### src/rtl/chess_countdown_timer.sv
// Per-player BCD mm:ss countdown driven by the chess-clock FSM enables.
// Optional Fischer increment on count release: define CHESS_INCREMENT_EN.
module chess_countdown_timer #(
  parameter int CLK_HZ    = 50000000,
  parameter int START_MIN = 5,
  parameter int START_SEC = 0,
  parameter int INC_SEC   = 2
) (
  input  logic        clk,
  input  logic        rst_n,
  input  logic        load,
  input  logic        count1,
  input  logic        count2,
  output logic [15:0] p1_time,
  output logic [15:0] p2_time,
  output logic        flag1,
  output logic        flag2,
  output logic        tick
);

  localparam int PW = (CLK_HZ > 1) ? $clog2(CLK_HZ) : 1;
  localparam logic [PW-1:0] PMAX = PW'(CLK_HZ - 1);
  localparam logic [15:0] START_BCD = {
    4'(START_MIN / 10), 4'(START_MIN % 10),
    4'(START_SEC / 10), 4'(START_SEC % 10)
  };

  if (CLK_HZ < 1 || START_MIN > 99 || START_SEC > 59 ||
      INC_SEC < 0 || INC_SEC > 59) begin : g_bad_param
    $error("chess_countdown_timer: parameter out of range");
  end

  typedef enum logic [1:0] {IDLE, RUN, TIMEOUT} state_t;

  state_t        state;
  state_t        state_nx;
  logic [PW-1:0] presc;
  logic          en1;
  logic          en2;
  logic          run;
  logic          wrap;
  logic          dec1;
  logic          dec2;
  logic          expire;
  logic [15:0]   nx1;
  logic [15:0]   nx2;

  // Borrowing BCD decrement that stops at 00:00.
  function automatic logic [15:0] bcd_dec(input logic [15:0] t);
    logic [3:0] d3, d2, d1, d0;
    {d3, d2, d1, d0} = t;
    if (t != 16'h0000) begin
      if (d0 != 4'd0) d0 = d0 - 4'd1;
      else begin
        d0 = 4'd9;
        if (d1 != 4'd0) d1 = d1 - 4'd1;
        else begin
          d1 = 4'd5;
          if (d2 != 4'd0) d2 = d2 - 4'd1;
          else begin
            d2 = 4'd9;
            d3 = d3 - 4'd1;
          end
        end
      end
    end
    return {d3, d2, d1, d0};
  endfunction

  assign en1 = count1 & ~count2;
  assign en2 = count2 & ~count1;

`ifdef CHESS_INCREMENT_EN
  logic c1_q;
  logic c2_q;
  logic fall1;
  logic fall2;

  // Adds INC_SEC with carry, saturating at 99:59.
  function automatic logic [15:0] bcd_inc(input logic [15:0] t);
    int m, s, tot;
    m   = int'(t[15:12]) * 10 + int'(t[11:8]);
    s   = int'(t[7:4]) * 10 + int'(t[3:0]);
    tot = m * 60 + s + INC_SEC;
    if (tot > 5999) tot = 5999;
    m = tot / 60;
    s = tot % 60;
    return {4'(m / 10), 4'(m % 10), 4'(s / 10), 4'(s % 10)};
  endfunction

  // Previous count levels for release detection.
  always_ff @(posedge clk or negedge rst_n) begin
    if (!rst_n) begin
      c1_q <= 1'b0;
      c2_q <= 1'b0;
    end else begin
      c1_q <= count1;
      c2_q <= count2;
    end
  end

  assign fall1 = c1_q & ~count1 & (state != TIMEOUT);
  assign fall2 = c2_q & ~count2 & (state != TIMEOUT);
`endif

  // State register.
  always_ff @(posedge clk or negedge rst_n) begin
    if (!rst_n) state <= IDLE;
    else        state <= state_nx;
  end

  // Next-state logic; load and expiry override the normal flow.
  always_comb begin
    state_nx = state;
    unique case (state)
      IDLE:    if (en1 | en2) state_nx = RUN;
      RUN:     if (!(en1 | en2)) state_nx = IDLE;
      TIMEOUT: state_nx = TIMEOUT;
      default: state_nx = IDLE;
    endcase
    if (expire) state_nx = TIMEOUT;
    if (load)   state_nx = IDLE;
  end

  // Control decode: counting, second wrap and expiry.
  always_comb begin
    run    = (state != TIMEOUT) & (en1 | en2);
    wrap   = run & (presc == PMAX);
    dec1   = wrap & en1;
    dec2   = wrap & en2;
    expire = (dec1 & (p1_time <= 16'h0001)) |
             (dec2 & (p2_time <= 16'h0001));
  end

  // Next player times: decrement, then optional increment.
  always_comb begin
    nx1 = dec1 ? bcd_dec(p1_time) : p1_time;
    nx2 = dec2 ? bcd_dec(p2_time) : p2_time;
`ifdef CHESS_INCREMENT_EN
    if (fall1) nx1 = bcd_inc(nx1);
    if (fall2) nx2 = bcd_inc(nx2);
`endif
  end

  // Prescaler, times, sticky flags and registered tick.
  always_ff @(posedge clk or negedge rst_n) begin
    if (!rst_n) begin
      presc   <= '0;
      p1_time <= START_BCD;
      p2_time <= START_BCD;
      flag1   <= 1'b0;
      flag2   <= 1'b0;
      tick    <= 1'b0;
    end else if (load) begin
      presc   <= '0;
      p1_time <= START_BCD;
      p2_time <= START_BCD;
      flag1   <= 1'b0;
      flag2   <= 1'b0;
      tick    <= 1'b0;
    end else begin
      tick    <= wrap;
      p1_time <= nx1;
      p2_time <= nx2;
      if (run) presc <= wrap ? '0 : presc + 1'b1;
      if (dec1 && p1_time <= 16'h0001) flag1 <= 1'b1;
      if (dec2 && p2_time <= 16'h0001) flag2 <= 1'b1;
    end
  end

endmodule

### config.mk
export PLATFORM = sky130hd
export DESIGN_NAME = chess_countdown_timer
export DESIGN_NICKNAME = d
export VERILOG_FILES = /design/src/rtl/chess_countdown_timer.sv
export SDC_FILE = /design/constraint.sdc
export NUM_CORES = 1
export LEC_CHECK = 0
export ABC_AREA = 1
export ABC_CLOCK_PERIOD_IN_PS = 3400
export CORE_MARGIN = 5
export CORE_UTILIZATION = 55
export DETAILED_ROUTE_END_ITERATION = 12
export GPL_ROUTABILITY_DRIVEN = 0
export MAX_ROUTING_LAYER = met4
export PLACE_DENSITY = 0.78
export SETUP_SLACK_MARGIN = 0.5
export SLEW_MARGIN = 20
export SYNTH_ARGS = -nofsm -noshare
export SYNTH_HDL_FRONTEND = slang
export SYNTH_SLANG_ARGS = --single-unit
### constraint.sdc
create_clock -name clk -period 3.4 [get_ports clk]
set_clock_uncertainty 0.15 [all_clocks]
set_input_delay 0.51 -clock clk [delete_from_list [all_inputs] [get_ports clk]]
set_output_delay 0.51 -clock clk [all_outputs]
set_load 0.01 [all_outputs]
After elaboration in Yosys (flattened, before gate mapping)
Cells that the tools add are included.

Add/sub/neg operators: 9. $mul: 0. Divide/modulo/power cells: 0. Order comparisons: 2. Eq/ne operators: 12. Shifts and indexed selects: 0. Mux-type cells: 43. Bitwise gates (word level): 12. Reduce and logical (&&, ||, !) cells: 27.

Operators with widths (count): $mux 4 (26); $mux 26 (3); $mux 16 (4); $le 16x1->1 const B (2); $reduce_bool 16->1 (2); $sub 4x1->4 const B (8); $add 26x1->26 const B (1); $eq 26x26->1 const B (1); $reduce_bool 4->1 (6); $ne 2x2->1 const B (7); $reduce_bool 2->1 (7); $reduce_and 5->1 (2); $and 1x1->1 (8); $mux 2 (4); $ne 4x4->1 const B (2); $reduce_and 4->1 (2); $pmux 2 s3 (1); $reduce_and 2->1 (3); $reduce_and 3->1 (2); $mux 1 (5); $eq 2x1->1 const B (1); $eq 2x2->1 const B (1); $logic_and 1x1->1 (2); $logic_not 2->1 (1); 2 further kinds (4).

Register bits: 63. Latch bits: 0. Bits in writable memories: 0. Memory bits (read-only): 0. Output and inout port bits: 35. Word-level logic and storage cells: 118. Memories kept: 0.

Longest topological paths before layout
Depth in word-level cells: 10. Depth in mapped cells: 13. Mapped depth without buffers: 13.

Worst setup path before layout
No wires, ideal clock.

Path kind: input port to flip-flop. Start point: input port count1. End point: register p2_time[7]. Data arrival time: 1.803 ns. Data required time: 3.131 ns. Slack: 1.328 ns. Stages: 11. Path buffers: 0. Cells stage by stage: inv_1 > ha_1 > a21oi_4 > nand2_2 > nor2_4 > nand2_4 > nor2_4 > nand2_4 > nand2_8 > nand2_4 > o21a_1.

Word-level cells in the longest chain between the ends: 8. Elaborated cells on any way between the ends: 9. Those cells by class: 7 x bitwise; 2 x reduce/logical.

RTL lines: from (decl) (RTL line 12) `input logic count1,`; $not 1->1 (RTL line 71) `assign en2 = count2 & ~count1;`; $and 1x1->1 (RTL line 71); $or 1x1->1 (RTL line 127) `run = (state != TIMEOUT) & (en1 | en2);`; $and 1x1->1 (RTL line 127); $and 1x1->1 (RTL line 128) `wrap = run & (presc == PMAX);`; $and 1x1->1 * (RTL line 130) `dec2 = wrap & en2;`; $reduce_bool 2->1 (no line) *; $reduce_and 3->1 (no line) *; to (signal assigned) (RTL line 164) `p2_time <= nx2;`; to (decl) (RTL line 15) `output logic [15:0] p2_time,`.

Every way passes the cells marked *; elsewhere a longest branch is shown, timed or not. A chain may end at the register's enable or synchronous reset.

Final worst setup path
Start point: input port count1. End point: register presc[14].

Word-level cells in the longest chain between the ends: 8. Elaborated cells on any way between the ends: 10. Those cells by class: 3 x mux; 6 x bitwise; 1 x reduce/logical.

RTL lines: $not 1->1 (RTL line 71); $and 1x1->1 (RTL line 71); $or 1x1->1 * (RTL line 127); $and 1x1->1 * (RTL line 127); $and 1x1->1 (RTL line 128); $mux 26 (2 in series) (RTL line 165) `if (run) presc <= wrap ? '0 : presc + 1'b1;`; $mux 26 (RTL line 154) `end else if (load) begin`; to (signal assigned) (RTL line 165); to (decl) (RTL line 37) `logic [PW-1:0] presc;`.

Every way passes the cells marked *; elsewhere a longest branch is shown, timed or not. The select of a mux whose other input is x is not followed.

==> metrics.txt <==
routed wire length 8620 um; P_leak 2.20 nW; detailed placer's ending HPWL 6430 um; net count reported at finish 574; max-cap violation count 0; Setup violations, final 0; Gate power share 19.9%; design area 4570 um2; Bufs on Longest Clock Path 2; first-pass GRT wire length 14700 um; R2R Path Start presc[0]; Post-CTS Setup Bufs 0; Hold Fails Final Rpt 0; cells after synthesis 513; Yosys cell types 44; Area after DPL 4380 um2; Pre-antenna DRT Iters 4; Avg Vias per Cell 5.27; Crit path arrival time 2.43 ns; IO Count 40; number of max-slew violations in the final report 0; # rows 30; async set-reset flop share out of synthesis 100%; power per cell area 404 nW/um2; crit path from count1; fin crit period 2.37 ns; setup_tns 0 ns; layout cells sized above 1 12.0%; unrepaired setup endpoints after global routing no; starting density of the core 56.9%; Avg Cell Area, Syn 7.58 um2; routed via count 3481; antenna-violating nets left 0; critical path fanouts, max 12; Final Cycle Share 69.8%; Slew HR 54.1%; utilization after layout 66.9%; P_int 1.30 mW; die height 94.1 um; Max H-tree Level 3; P_sw 0.545 mW; Fill cells 566; Synth top cells by count 121 x nand2_1, 76 x inv_1, 59 x dfrtp_1; Total Power 1.85 mW; largest net degree at the start of global routing 37; highest clock rate 0.421 GHz; post-cts sizing count 0; Clk pwr share 34.2%; synthesis-to-layout area growth 17.7%; Area contributors post-synth dfrtp_1 38%, nand2_1 12%, inv_1 7.3%; commonest register cell after synthesis dfrtp_1; total grt overflow 0; Clock transition at path regs 0.07 ns; outcome complete, no violations; post-synthesis register bit count 63; Worst Path Class, Setup primary input to register; Worst Setup Start Kind primary input; drt first-iter violations 211; most common cell in the synthesized netlist nand2_1; Die X 94.1 um; endpoint class of the critical path register; Cell Area, Synth 3890 um2; DRC violations left 0; sequential fraction of the synthesis area 40.7%; syn_nets 527; worst skew pair latency 0.34 ns; Hold Buf Count CTS 0; number of port buffers 39; core region area 6830 um2; Max VDD drop 0.260 mV; Num Clock Sinks 63; mean routed wirelength per cell 13.0 um; Ant. Diodes 0; EDFF count, synth 0; Root Buffer clkbuf_8; WP data required 3.46 ns; Seq pwr share 45.9%; Hold WC Path Type primary input to async pin; YS warnings 0; Inserted Clock Buffers 9; top cell type's share of synthesized area 38.0%; Sw Ratio 29.5%; GRT Total Usage 21.5%; worst-margin pin slew 0.688 ns; initial antenna violation count 0; vias in the first global route 3334; post-synth top area cell dfrtp_1; DIE AREA 8850 um2; TritonCTS clock tree yes
==> metal layers <==
layer	track usage, %	wire length [um]	vias to the layer above
met3	3.13	347	17
met2	33.2	4030	85
met1	27.8	4040	1634
li1	-	-	1745
met5	-	0	-
met4	10.5	205	0
==> state kept, by name (all words and copies together) (netlist names) <==
signal / count
p2_time: 16
tick: 1
p1_time: 16
flag1: 1
state: 2
flag2: 1
presc: 26
==> final timing paths <==
| check | to | cells after the start | slack [ns] |
|---|---|---|---|
| setup / recovery | presc[14] | 11 | 1.03 |
| hold / removal | presc[13] | 1 | 0.06 |
| setup reg to reg | presc[21] | 12 | 1.25 |
| hold reg to reg | p1_time[10] | 2 | 0.36 |
| max in group asynchronous | p2_time[8] | 2 | 2.22 |
| min in group clk | p1_time[10] | 2 | 0.36 |
==> through the flow <==
step | hold WS [ns] | worst slack (ns) | std cells
after floorplan | 0.0644 | 1.33 | 513
after global placement | 0.349 | 0.709 | 645
after detailed placement | 0.353 | 0.675 | 645
after CTS | 0.0794 | 1.04 | 661
after global routing | 0.117 | 0.857 | 661
final | 0.0581 | 1.03 | 661
==> power by group through the flow <==
stage                     sequential, mW  clock [mW]  combinational (mW)
after floorplan                    0.865           0               0.225
final                              0.848       0.633               0.367
after global routing               0.855       0.679               0.413
after CTS                          0.848       0.648               0.371
after detailed placement           0.861           0               0.367
after global placement             0.858           0               0.358
==> cell families (layout without fill, tap and decap cells) <==
family / Yosys count / in the layout / synth area share (%)
buffers and inverters: 89 / 141 / 9.05
xor gates and xnor gates: 10 / 10 / 2.25
and+or+nand+nor: 268 / 268 / 34.1
AOI/OAI and AO/OA: 74 / 74 / 11.0
DFF: 63 / 63 / 40.7
adders and majority gates: 9 / 9 / 2.90
==> cell usage in the layout, fill, tap and decap left out, types with 8 or more instances in the layout <==
cell             synthesis  layout
nand3_1                 34      34
dfrtp_1                 59      59
o21ai_0                 22      22
nor2_1                  43      43
nand2_4                  8       8
clkbuf_8                 0      10
nor3_1                  13      13
nand2_1                121     121
nand2_2                 10      10
ha_1                     9       9
nand4_1                 15      15
inv_1                   76      76
clkdlybuf4s50_1          0      38
a21oi_1                 26      26
==> layout make-up <==
type | count | area, um2 | area share (%)
Multi-Input combinational cell | 361 | 1950 | 42.7
Timing Repair Buffer | 43 | 415 | 9.08
Clock buffer | 12 | 145 | 3.17
Inverter | 82 | 313 | 6.84
Tap cell | 96 | 120 | 2.63
Sequential cell | 63 | 1580 | 34.6
Clock inverter | 4 | 45.0 | 0.985
==> critical path, stage by stage <==
cell and delay, ns:
clkdlybuf4s50_1 0.49, inv_1 0.05, ha_1 0.34, a21oi_4 0.17, nand2_2 0.09, nor2_4 0.11, nand2_4 0.10, nand2_4 0.13
inv_2 0.12, o21ai_0 0.19, a31oi_1 0.13
Power figures use the tool's default switching activity.
